<file path="src/rtl/dut_sequencer_pkg.sv">
// Shared types and default constants for the DUT Reset/Start/Ack program sequencer.
package dut_sequencer_pkg;

    typedef enum logic [2:0] {
        ST_IDLE,
        ST_RST,
        ST_STRT,
        ST_RUN,
        ST_RPT
    } seq_state_t;

    localparam int unsigned DEF_PW        = 2;
    localparam int unsigned DEF_CW        = 16;
    localparam int unsigned DEF_RST_CYC   = 2;
    localparam int unsigned DEF_START_CYC = 1;
    localparam int unsigned DEF_TIMEOUT   = 32'h0000_FFFF;

endpackage

</file>
<file path="src/rtl/dut_sequencer_timer.sv">
// Loadable up/down counter with a terminal-match flag, shared by the RST, STRT and RUN phases.
module seq_timer #(
    parameter int unsigned W = 16
) (
    input  logic         clk,
    input  logic         rst_n,
    input  logic         load,
    input  logic [W-1:0] load_val,
    input  logic         step,
    input  logic         up,
    input  logic [W-1:0] term_val,
    output logic [W-1:0] count,
    output logic         term
);

    always_ff @(posedge clk or negedge rst_n) begin
        if (!rst_n) begin
            count <= '0;
        end else if (load) begin
            count <= load_val;
        end else if (step) begin
            count <= up ? count + W'(1) : count - W'(1);
        end
    end

    assign term = (count == term_val);

endmodule

</file>
<file path="src/rtl/dut_sequencer.sv">
// Drives the DUT Reset/Start/Ack handshake for programs 0..NumProgs-1 and reports run cycles.
module dut_sequencer
    import dut_sequencer_pkg::*;
#(
    parameter int unsigned PW        = DEF_PW,
    parameter int unsigned CW        = DEF_CW,
    parameter int unsigned RST_CYC   = DEF_RST_CYC,
    parameter int unsigned START_CYC = DEF_START_CYC,
    parameter int unsigned TIMEOUT   = DEF_TIMEOUT
) (
    input  logic          Clk,
    input  logic          Reset_n,
    input  logic          Go,
    input  logic [PW-1:0] NumProgs,
    input  logic          Ack,
    output logic          DutReset,
    output logic          DutStart,
    output logic [PW-1:0] ProgSel,
    output logic [CW-1:0] CycleCt,
    output logic          CycleValid,
    output logic          Busy,
    output logic          Done,
    output logic          Timeout
);

    seq_state_t    state, state_d;
    logic [PW-1:0] num_q, num_d, sel_d;
    logic [CW-1:0] ct_d;
    logic          valid_d, busy_d, done_d, to_d, rst_d, start_d;

    logic          t_load, t_step, t_up, t_hit;
    logic [CW-1:0] t_val, t_term, t_count;

    // RST/STRT count down to 1; RUN counts up from 1 towards TIMEOUT.
    seq_timer #(.W(CW)) u_timer (
        .clk      (Clk),
        .rst_n    (Reset_n),
        .load     (t_load),
        .load_val (t_val),
        .step     (t_step),
        .up       (t_up),
        .term_val (t_term),
        .count    (t_count),
        .term     (t_hit)
    );

    always_ff @(posedge Clk or negedge Reset_n) begin
        if (!Reset_n) begin
            state      <= ST_IDLE;
            num_q      <= '0;
            ProgSel    <= '0;
            CycleCt    <= '0;
            CycleValid <= 1'b0;
            Busy       <= 1'b0;
            Done       <= 1'b0;
            Timeout    <= 1'b0;
            DutReset   <= 1'b1;
            DutStart   <= 1'b0;
        end else begin
            state      <= state_d;
            num_q      <= num_d;
            ProgSel    <= sel_d;
            CycleCt    <= ct_d;
            CycleValid <= valid_d;
            Busy       <= busy_d;
            Done       <= done_d;
            Timeout    <= to_d;
            DutReset   <= rst_d;
            DutStart   <= start_d;
        end
    end

    always_comb begin
        state_d = state;
        num_d   = num_q;
        sel_d   = ProgSel;
        ct_d    = CycleCt;
        valid_d = 1'b0;
        busy_d  = Busy;
        done_d  = Done;
        to_d    = Timeout;
        rst_d   = DutReset;
        start_d = DutStart;
        t_load  = 1'b0;
        t_step  = 1'b0;
        t_val   = '0;
        t_up    = (state == ST_RUN);
        t_term  = (state == ST_RUN) ? CW'(TIMEOUT) : CW'(1);

        case (state)
            ST_IDLE: begin
                if (Go) begin
                    num_d = NumProgs;
                    sel_d = '0;
                    to_d  = 1'b0;
                    if (NumProgs == '0) begin
                        done_d = 1'b1;
                        busy_d = 1'b0;
                    end else begin
                        done_d  = 1'b0;
                        busy_d  = 1'b1;
                        rst_d   = 1'b1;
                        start_d = 1'b0;
                        t_load  = 1'b1;
                        t_val   = CW'(RST_CYC);
                        state_d = ST_RST;
                    end
                end
            end
            ST_RST: begin
                if (t_hit) begin
                    rst_d   = 1'b0;
                    start_d = 1'b1;
                    t_load  = 1'b1;
                    t_val   = CW'(START_CYC);
                    state_d = ST_STRT;
                end else begin
                    t_step = 1'b1;
                end
            end
            ST_STRT: begin
                if (t_hit) begin
                    start_d = 1'b0;
                    t_load  = 1'b1;
                    t_val   = CW'(1);
                    state_d = ST_RUN;
                end else begin
                    t_step = 1'b1;
                end
            end
            ST_RUN: begin
                // Ack takes priority over a coincident timeout.
                if (Ack) begin
                    ct_d    = t_count;
                    valid_d = 1'b1;
                    state_d = ST_RPT;
                end else if (t_hit) begin
                    ct_d    = CW'(TIMEOUT);
                    to_d    = 1'b1;
                    valid_d = 1'b1;
                    state_d = ST_RPT;
                end else begin
                    t_step = 1'b1;
                end
            end
            ST_RPT: begin
                if (Timeout || (ProgSel == num_q - PW'(1))) begin
                    done_d  = 1'b1;
                    busy_d  = 1'b0;
                    rst_d   = 1'b0;
                    state_d = ST_IDLE;
                end else begin
                    sel_d   = ProgSel + PW'(1);
                    rst_d   = 1'b1;
                    t_load  = 1'b1;
                    t_val   = CW'(RST_CYC);
                    state_d = ST_RST;
                end
            end
            default: state_d = ST_IDLE;
        endcase
    end

endmodule

</file>
<file path="config.mk">
export PLATFORM = sky130hd
export DESIGN_NAME = dut_sequencer
export DESIGN_NICKNAME = d
export VERILOG_FILES = /design/src/rtl/dut_sequencer_pkg.sv /design/src/rtl/dut_sequencer_timer.sv /design/src/rtl/dut_sequencer.sv
export SDC_FILE = /design/constraint.sdc
export NUM_CORES = 1
export LEC_CHECK = 0
export CORE_MARGIN = 2
export CORE_UTILIZATION = 55
export CTS_CLUSTER_SIZE = 25
export DETAILED_ROUTE_END_ITERATION = 16
export PLACE_DENSITY = 0.75
export SETUP_SLACK_MARGIN = 0.2
export SLEW_MARGIN = 20
export SYNTH_ARGS = -nofsm -noshare
export SYNTH_HDL_FRONTEND = slang
export SYNTH_HIERARCHICAL = 1
export SYNTH_SLANG_ARGS = --single-unit
export TNS_END_PERCENT = 20
</file>
<file path="constraint.sdc">
create_clock -name Clk -period 4.2 [get_ports Clk]
set_input_delay 0.84 -clock Clk [delete_from_list [all_inputs] [get_ports Clk]]
set_output_delay 0.84 -clock Clk [all_outputs]
set_load 0.01 [all_outputs]
</file>
* Word level (Yosys, flattened, before mapping) *
Cells that the tools add are included.

storage, ports and cells
  bits in registers = 45
  latch bits = 0
  RAM bits = 0
  ROM bits = 0
  input port bits = 6
  output and inout port bits = 24
  logic and storage cells = 98
  memories kept = 0

cells by class
  add/subtract/negate cells = 4
  multipliers = 0
  divide/modulo/power cells = 0
  magnitude comparators = 0
  eq/ne operators = 15
  shift-type cells = 0
  multiplexer cells = 50
  bitwise gates (word level) = 0
  reduce and logical (&&, ||, !) cells = 18

operators by type and width
  kind                     number
  $mux W16                 6
  $mux W1                  23
  $mux W3                  6
  $add A16 B1 Y16 const B  1
  $eq A16 B16 Y1           1
  $ne A2 B2 Y1 const B     8
  $sub A16 B1 Y16 const B  1
  $pmux W3 S5              1
  $mux W2                  5
  $reduce_and A5 Y1        2
  $pmux W1 S3              3
  $pmux W1 S2              4
  $reduce_and A4 Y1        2
  $reduce_bool A2 Y1       4
  $eq A3 B2 Y1 const B     2
  $pmux W2 S3              1
  $reduce_and A3 Y1        2
  $reduce_bool A3 Y1       2
  $pmux W2 S2              1
  $reduce_and A2 Y1        2
  $eq A3 B1 Y1 const B     1
  $eq A3 B3 Y1 const B     1
  $logic_not A3 Y1         1
  $ne A3 B3 Y1 const B     1
  6 further kinds          6

* Longest topological paths before layout *
Gate-level depths: netlist of run 1.

  word-level depth = 8
  gate-level depth with buffers = 12
  mapped depth without buffers = 12

* Modules after synthesis *
Netlist of run 1, hierarchy kept.

modules (own cells, without submodules)
  module         times used  cells an instance  area each (um^2)  sequential area each (um^2)
  seq_timer      1           168                1529.0            400.4
  dut_sequencer  1           117                1303.8            726.9

* Worst setup path after synthesis of run 1 *
Ideal clock, no wire load.

  path kind = register -> register
  from = register state[2]
  to = register u_timer.count[12]
  library setup time = 65 ps
  arrival = 3555 ps
  data required time = 4135 ps
  setup slack = 580 ps
  stages on the path, launching flop included = 13
  buffers on the path = 1
  period minus slack after synthesis = 3620 ps
  cell sequence = dfrtp_1 -> buf_6 -> nor2_2 -> xnor2_1 -> nand4_1 -> nor4_1 -> nand2b_1 -> o21ai_0 -> inv_1 -> nand2_1 -> nor2_1 -> mux2i_1 -> o211a_1

between the ends
  elaborated cells on any way between the ends = 17
  those cells by class = eq/ne: 5; mux: 9; reduce/logical: 3

RTL lines
  element                                                line                                        RTL
  start: declaration                                     dut_sequencer.sv:26                         seq_state_t state, state_d;
  start signal: assignment                               dut_sequencer.sv:60                         state <= state_d;
  $eq A3 B2 Y1 *                                         dut_sequencer.sv:87                         t_up = (state == ST_RUN);
  named net t_up                                         dut_sequencer.sv:31                         logic t_load, t_step, t_up, t_hit;
  $mux W16 *                                             dut_sequencer.sv:88                         t_term = (state == ST_RUN) ? CW'(TIMEOUT) : CW'(1);
  $eq A16 B16 Y1 *                                       dut_sequencer_timer.sv:26                   assign term = (count == term_val);
  named net t_hit                                        dut_sequencer.sv:31
  $mux W1 *                                              dut_sequencer.sv:111, dut_sequencer.sv:122
  $pmux W1 S3 *                                          dut_sequencer.sv:90                         case (state)
  named net t_load                                       dut_sequencer.sv:31
  $mux W16 / $reduce_bool A2 Y1 (equally long branches)  n/a
  end signal: assignment                                 dut_sequencer_timer.sv:20                   count <= load_val;
  end signal: assignment                                 dut_sequencer_timer.sv:22                   count <= up ? count + W'(1) : count - W'(1);
  end: declaration                                       dut_sequencer_timer.sv:12                   output logic [W-1:0] count,

The timed path passes the listed nets; every way through them passes the cells marked *. The select of a mux whose other input is x is not followed.
A chain may end at the register's enable or synchronous reset.

* Worst setup path in the final report of run 1 *
  from = register state[1]
  to = register u_timer.count[12]

Same word-level chain as after synthesis.

==> qor.txt, run 1 <==
crit path capture - u_timer/count[12]
wire length per cell - 14.8 um
ys async rst share - 1.00
Largest stage delay, worst path - 0.58 ns
Crit Path Category - reg -> reg
worst skew pair latency - 0.30 ns
die height - 75.8 um
GR Overflow Total - 0
worst reg-to-reg setup slack - 0.76 ns
RSZ-0062 raised after global routing - no
1st-pass router iterations - 4
Crit. End Element - flop
Syn-to-layout area delta - 17.8%
row count - 26
CTS H-Tree Depth - 2
Post-Syn Area - 2830 um2
Hold Fails Final Rpt - 0
Tmin final - 3.44 ns
first-pass GRT wire length - 9.47 mm
Die X - 75.8 um
largest net degree at the start of global routing - 46
most frequent cells in the layout - dfrtp_1, clkdlybuf4s50_1, nand2_1
Num Clock Sinks - 45
vias in the first global route - 1,972
Slew HR - 0.540
peak supply drop - 0.000293 V
Yosys reg bits - 45
Area after DPL - 3240 um2
final WL - 5.96 mm
CTS Hold Bufs - 0
Pleak - 1.44 nW
crit-path cells - nand2_1 > nor2_2 > buf_4 > xnor2_1 > nand4_1 > nor4_1 > buf_4 > nand2b_1 > o21ai_1 > inv_1 > nand2_1 > nor2_1 > mux2i_1 > o211a_1
peak fanout along the critical path - 21
NetSw - 0.904 mW
HP Class - reg -> reg
postcts setup bufs - 0
die area - 5740 um2
Synth Instances - 285
CTS buffer count - 5
dominant synthesized flop cell - dfrtp_1
Setup TNS Final - 0 ns
Iter 0 DRT Violations - 97
clock buffer depth - 2
maxcap violations - 0
final setup fails - 0
Reg clk slew, reported paths - 0.09 ns
Final nets - 352
PD cells - 645 nW/um2
Avg Inst Size Synth - 9.94 um2
Post-DRT Antenna Nets - 0
non-filler cells, final - 402
Slowest-stage cell, CP - dfrtp_1
total core area - 5040 um2
Comb pwr share - 0.536
reg-to-reg critical path endpoint - u_timer/count[12]
DR vias - 2,227
vias per cell - 5.54
post-CTS resize count - 0
Design Area, Final - 3340 um2
Ant. Diodes - 0
IO Count - 30
FF-to-FF path depth - 14
worst setup path startpoint - state[1]
Sw Ratio - 0.420
total power - 2.15 mW
Initial Utilization - 0.562
RR Startpoint - state[1]
Clk pwr share - 0.131
Yosys cell types - 60
Clock Skew - 0.00921 ns
initial antenna violation count - 0
Internal - 1.25 mW
Sequential Power Share - 0.333
worst-margin pin slew - 0.686 ns
post-detail-place hpwl - 4.45 mm
sequential element share of the synthesized area - 0.398
Placed Instances - 394
Worst EP required - 4.45 ns
f_max - 291 MHz
CP Data Arrival Time - 3.68 ns
CTS tree - yes
worst hold path depth - 2
clk root buf - clkbuf_8
most common cell after layout, fill and taps aside - dfrtp_1
Post-synth EDFFs - 0
status - finished clean
Critical Path Source Type - flop
Tcrit/Tclk final - 0.818
fillcell total - 426
Residual DRC - 0
Total Routing Usage GR - 0.221
layout cells sized above 1 - 0.0934
GP Congestion - 0.889
Slew Limit Fails - 0
Syn. warnings - 6
Port Buf Inserts - 29
-- Yosys cell counts, types with 3 or more instances --
| cell type | instances | area [um2] |
|---|---|---|
| nand2_1 | 26 | 97.6 |
| nor2_1 | 9 | 33.8 |
| xnor2_1 | 24 | 210 |
| nand4_1 | 5 | 31.3 |
| and3_1 | 3 | 18.8 |
| o21ai_0 | 23 | 115 |
| o22a_1 | 16 | 140 |
| inv_1 | 9 | 33.8 |
| ha_1 | 14 | 175 |
| o21ai_1 | 5 | 25.0 |
| xor2_1 | 9 | 78.8 |
| dfrtp_1 | 44 | 1100 |
| nor2b_1 | 5 | 31.3 |
| a21oi_1 | 16 | 80.1 |
| a22oi_1 | 7 | 52.6 |
| a21o_1 | 3 | 22.5 |
| mux2i_1 | 9 | 90.1 |
| o21a_1 | 3 | 22.5 |
-- flip-flops by register name, summed over array words and instances (netlist names) --
register	count
num_q	2
Done	1
DutReset	1
u_timer/count	16
CycleCt	16
Busy	1
Timeout	1
CycleValid	1
DutStart	1
state	3
ProgSel	2
-- layer usage --
metal	global-route usage	vias to the layer above	wire, um	part of all wire
met5	0	-	0	0
met4	0.0858	0	100	0.017
met3	0.0357	7	181	0.030
met2	0.349	40	2790	0.47
met1	0.306	1059	2890	0.48
li1	-	1121	-	-
-- cell type report --
type / instances / area (um2) / area share
clock inverters: 2 / 13.8 / 0.00413
inverters: 9 / 33.8 / 0.0101
flip-flops and latches: 45 / 1130 / 0.338
well taps: 70 / 87.6 / 0.0263
multi-input cells: 236 / 1670 / 0.499
repair buffers: 34 / 325 / 0.0975
clock buffers: 6 / 82.6 / 0.0248
-- power by group through the flow --
stage	clock network [mW]	registers (mW)	logic (mW)
floorplan	0	0.673	0.911
global placement	0	0.728	1.12
detailed placement	0	0.729	1.14
CTS	0.289	0.720	1.15
global route	0.309	0.739	1.28
finish	0.282	0.718	1.15
-- through the flow --
stage	setup slack (ns)	hold slack, ns	utilization
2_1_floorplan	0.580	0.483	-
4_1_cts	0.797	0.502	0.661
3_3_place_gp	0.806	0.475	0.642
5_1_grt	0.454	0.526	0.662
6_report	0.763	0.504	0.662
3_5_place_dp	0.733	0.489	0.642
-- worst min path at each step --
stage	from	end	slack, ns
detailed placement	DutReset	DutReset	0.49
global route	DutReset	DutReset	0.53
floorplan	DutReset	DutReset	0.48
global placement	DutReset	DutReset	0.48
CTS	DutReset	DutReset	0.50
finish	DutReset	DutReset	0.50
-- kinds of logic after synthesis --
group           count (synthesis)  share of synthesized area
simple gates                   67                      0.127
flops                          45                      0.398
buf+inv                        18                     0.0327
xor+xnor                       33                      0.102
fa+ha+maj                      15                     0.0689
other cells                     2                    0.00265
compound gates                 95                      0.233
mux                            10                     0.0358
-- critical path, delay by kind of cell, from the launching register on --
| family | cells | cell delay, ns |
|---|---|---|
| compound gates | 2 | 0.72 |
| xor+xnor | 1 | 0.16 |
| buf+inv | 3 | 0.75 |
| flops | 1 | 0.58 |
| mux | 1 | 0.13 |
| simple gates | 7 | 1.02 |
Power figures use the tool's default switching activity.
==> inputs of run 2 (changes only) <==
- CORE_UTILIZATION: 55 -> 51
- PLACE_DENSITY: 0.75 -> 0.73
- clock period: 4.2 -> 2.9 ns (I/O delays scaled with it)
==> run 2 against run 1 <==
  * Final cell count rose by 4.5%
  * Clock-buffer cell count grew 1
  * Largest cell class unchanged
  * Highest routed layer unchanged
  * Wire length increased by 20%
  * Largest power group unchanged
  * Critical path depth decreased by 2
  * Clock skew decreased by 0.0057 ns
==> qor.txt, run 2 (synthesis results as in run 1) <==
DR vias - 2,385
layout cells sized above 1 - 0.204
1st-pass router iterations - 4
CP delay by family, top - compound AO/OA/AOI/OAI gates
Slew Limit Fails - 0
f_max - 361 MHz
Final nets - 368
status - finished clean
worst-margin pin slew - 0.613 ns
row count - 27
Iter 0 DRT Violations - 102
clk root buf - clkbuf_8
total core area - 5440 um2
Crit Path Category - reg -> reg
grt met1 use - 0.314
CP Data Arrival Time - 2.98 ns
die area - 6170 um2
GR met2 Demand/Resource - 0.378
Syn-to-layout area delta - 30.3%
post-detail-place hpwl - 4.68 mm
Die X - 78.5 um
Tmin final - 2.77 ns
Design Area, Final - 3690 um2
Worst EP required - 3.11 ns
Tcrit/Tclk final - 0.956
CTS Hold Bufs - 0
Initial Utilization - 0.521
peak supply drop - 0.000502 V
Final Util - 0.679
Crit. End Element - flop
RSZ-0062 raised after global routing - yes
Reg clk slew, reported paths - 0.08 ns
GP Congestion - 0.938
Residual DRC - 0
Post-DRT Antenna Nets - 0
Pleak - 1.55 nW
GR Overflow Total - 0
initial antenna violation count - 0
maxcap violations - 0
IO Count - 30
hold_ws - 0.273 ns
Buffers & Inverters on Critical Path - 3
largest net degree at the start of global routing - 46
GR met3 Demand/Resource - 0.0287
PD cells - 954 nW/um2
Critical Path Source Type - flop
most common cell after layout, fill and taps aside - dfrtp_1
Hold Fails Final Rpt - 0
worst skew pair latency - 0.30 ns
wire length per cell - 17.0 um
gr busiest metal - met2
final setup fails - 0
HP Class - in -> async
CTS buffer count - 5
most frequent cells in the layout - dfrtp_1, clkdlybuf4s50_1, xnor2_1
final WL - 7.13 mm
first-pass GRT wire length - 11.0 mm
clock buffer depth - 2
vias per cell - 5.68
Area after DPL - 3300 um2
Largest stage delay, worst path - 0.39 ns
vias in the first global route - 2,279
CTS H-Tree Depth - 2
CTS tree - yes
peak fanout along the critical path - 6
Num Clock Sinks - 45
Slew HR - 0.590
Total Routing Usage GR - 0.226
Port Buf Inserts - 29
Clock Skew - 0.00346 ns
Ant. Diodes - 0
crit-path cells - nand2_2 > nor2_4 > buf_6 > clkinvlp_4 > buf_4 > ha_1 > a21oi_1 > nand2_2 > a21boi_2 > o21ai_0 > xnor2_1 > o21ai_0
biggest regs - CycleCt: 16 flops, u_timer/count: 16 flops, state: 3 flops
Slowest-stage cell, CP - dfrtp_1
die height - 78.5 um
==> run 2: changes by cell type in the layout (fill, tap and decap cells not counted), sizes merged <==
cell	change
inv	-1
bufinv	+1
buf	+15
clkinv	-2
clkinvlp	+2
clkbuf	+1
==> run 2: power breakdown <==
part	internal, mW	switching (mW)	total (mW)	leakage [nW]
Combinational	0.985	0.992	1.98	0.910
Clock	0.281	0.210	0.491	0.0585
Sequential	0.803	0.251	1.05	0.585
==> run 2: routing by layer <==
metal / up-vias / wire length (um)
li1: 1147 / -
met1: 1167 / 3100
met2: 57 / 3580
met3: 14 / 295
met4: 0 / 152
met5: - / 0
==> run 2: timing repair <==
item                                    4_1_cts  5_1_grt
resized for setup                             1       34
endpoints found under the setup margin        4        9
pin swaps                                     0       10
hold endpoints to repair                      0        0
gates cloned                                  0        1
buffers inserted                              0       10
==> run 2: worst paths after layout <==
kind / start / to / slack (ns) / cells past startpoint
setup / recovery: state[0] / u_timer/count[10] / 0.13 / 12
hold / removal: Reset_n / CycleCt[3] / 0.27 / 1
setup reg to reg: state[0] / u_timer/count[10] / 0.13 / 12
hold reg to reg: DutReset / DutReset / 0.51 / 2
max in group asynchronous: Reset_n / CycleCt[15] / 2.23 / 1
min in group Clk: DutReset / DutReset / 0.51 / 2
==> run 2: final cells by class <==
type                    instances  area, um2
repair buffers                 49        474
repair inverters                1       7.51
inverters                       9       37.5
clock buffers                   7       86.3
clock inverters                 1       30.0
fillers                       419       1750
well taps                      72       90.1
flip-flops and latches         45       1130
multi-input cells             236       1840
==> run 2: per-stage QoR <==
step | TNS (ns) | std cells | setup WS [ns] | power [mW]
CTS | 0 | 409 | 0.156 | 3.26
finish | 0 | 420 | 0.128 | 3.52
global route | 0 | 420 | 0.0351 | 3.78
floorplan | -0.584 | 299 | -0.187 | 2.31
detailed placement | 0 | 401 | 0.161 | 2.75
global placement | 0 | 401 | 0.141 | 2.70
==> inputs of run 3 (changes only) <==
- CORE_ASPECT_RATIO: default -> 2
- PLACE_DENSITY: 0.73 -> default
- PLACE_DENSITY_LB_ADDON: default -> 0.05
- SKIP_CTS_REPAIR_TIMING: default -> 1
==> run 3 against run 2 <==
  * Die area grew 0.59%
  * Sequential power is essentially flat
  * Combinational power is essentially flat
  * Clock skew grew 0.0048 ns
  * Final cell count shrank 2.6%
  * Power grew 0.24%
  * Clock power is essentially flat
  * Wire length grew 7.1%
  * Global-route usage grew 2.8 points
  * Critical path type unchanged
  * Critical endpoint is now u_timer/count[13]
  * Largest cell class unchanged
==> qor.txt, run 3 (synthesis results as in run 1) <==
status - finished clean
Sequential Power Share - 0.297
final WL - 7.63 mm
Tcrit/Tclk final - 0.950
maxcap violations - 0
Area after DPL - 3290 um2
most frequent cells in the layout - dfrtp_1, clkdlybuf4s50_1, xnor2_1
die height - 109 um
reg-to-reg critical path endpoint - u_timer/count[13]
Crit. End Element - flop
RR Startpoint - state[0]
initial antenna violation count - 0
GR Overflow Total - 0
total power - 3.53 mW
Worst Slack Setup Final - 0.145 ns
post-place setup slack - 0.0665 ns
Comb pwr share - 0.564
Residual DRC - 0
peak supply drop - 0.000703 V
HP Class - in -> async
Iter 0 DRT Violations - 95
Post-DRT Antenna Nets - 0
most common cell after layout, fill and taps aside - dfrtp_1
biggest regs - CycleCt: 16 flops, u_timer/count: 16 flops, state: 3 flops
final setup fails - 0
Hold Fails Final Rpt - 0
PD cells - 975 nW/um2
Num Clock Sinks - 45
clk root buf - clkbuf_8
vias per cell - 5.93
first-pass GRT wire length - 11.9 mm
Reg clk slew, reported paths - 0.09 ns
CTS buffer count - 5
hold_ws - 0.259 ns
GP Congestion - 0.842
Slew HR - 0.588
DR vias - 2,426
Design Area, Final - 3620 um2
Slew Limit Fails - 0
vias in the first global route - 2,472
total core area - 5370 um2
Syn-to-layout area delta - 27.9%
Worst EP required - 3.10 ns
Port Buf Inserts - 29
FF-to-FF path depth - 12
NetSw - 1.49 mW
1st-pass router iterations - 4
layout cells sized above 1 - 0.201
CP Data Arrival Time - 2.95 ns
wire length per cell - 18.7 um
f_max - 363 MHz
Clock Skew - 0.00822 ns
clock buffer depth - 2
Initial Utilization - 0.527
Die X - 56.7 um
Pleak - 1.55 nW
worst-margin pin slew - 0.617 ns
peak fanout along the critical path - 8
Ant. Diodes - 0
Final nets - 369
Final Util - 0.674
CTS H-Tree Depth - 2
IO Count - 30
die area - 6200 um2
CTS tree - yes
post-detail-place hpwl - 5.57 mm
Critical Path Source Type - flop
row count - 38
worst setup path startpoint - state[0]
Tmin final - 2.76 ns
RSZ-0062 raised after global routing - yes
worst reg-to-reg setup slack - 0.14 ns
Crit Path Category - reg -> reg
Clk pwr share - 0.139
worst skew pair latency - 0.31 ns
Sw Ratio - 0.423
Internal - 2.04 mW
Total Routing Usage GR - 0.254
largest net degree at the start of global routing - 46
-- run 3: cell types whose count changed in the layout (fill, tap and decap cells not counted), moves of 2 or more --
cell     delta
ha_4        -3
buf_4       +4
o21ai_0     -2
o21ai_1     +3
ha_1        +2
-- run 3: layout make-up --
class | count | area [um2]
clock buffers | 6 | 72.6
multi-input cells | 236 | 1800
well taps | 60 | 75.1
inverters | 9 | 37.5
flip-flops and latches | 45 | 1130
fillers | 451 | 1750
clock inverters | 2 | 38.8
repair buffers | 51 | 473
-- run 3: through the flow --
step,TNS (ns),instances
2_1_floorplan,-0.584,299
3_3_place_gp,0,390
3_5_place_dp,0,390
4_1_cts,0,398
5_1_grt,0,409
6_report,0,409
-- run 3: critical path: stages (launching register included) --
cell and delay (ns):
dfrtp_1 0.38, nand2_2 0.09, nor2_4 0.21, clkinvlp_4 0.25
buf_6 0.19, ha_4 0.23, and3_2 0.17, a211o_1 0.33
a41oi_2 0.18, o21ai_2 0.13, o31ai_2 0.25, xor2_1 0.16
o21ai_1 0.07
-- run 3: how the worst max path moves through the flow --
stage / end / slack, ns / cells after the start
2_1_floorplan: u_timer/count[13] / -0.19 / 11
3_3_place_gp: u_timer/count[15] / 0.07 / 11
3_5_place_dp: u_timer/count[14] / 0.07 / 11
4_1_cts: u_timer/count[15] / 0.05 / 11
5_1_grt: u_timer/count[14] / 0.03 / 12
6_report: u_timer/count[13] / 0.14 / 12
-- run 3: per-layer routing --
layer | vias up | share of wire | track usage
met3 | 18 | 0.029 | 0.0365
met1 | 1206 | 0.34 | 0.247
li1 | 1150 | - | -
met5 | - | 0 | 0
met4 | 0 | 0.031 | 0.117
met2 | 52 | 0.60 | 0.507
-- run 3: power groups by stage --
stage	registers, mW	clock network (mW)	logic [mW]
after detailed placement	1.05	0	1.76
final	1.05	0.491	1.99
after global routing	1.08	0.523	2.18
after floorplan	0.975	0	1.33
after CTS	1.04	0.499	1.77
after global placement	1.05	0	1.73
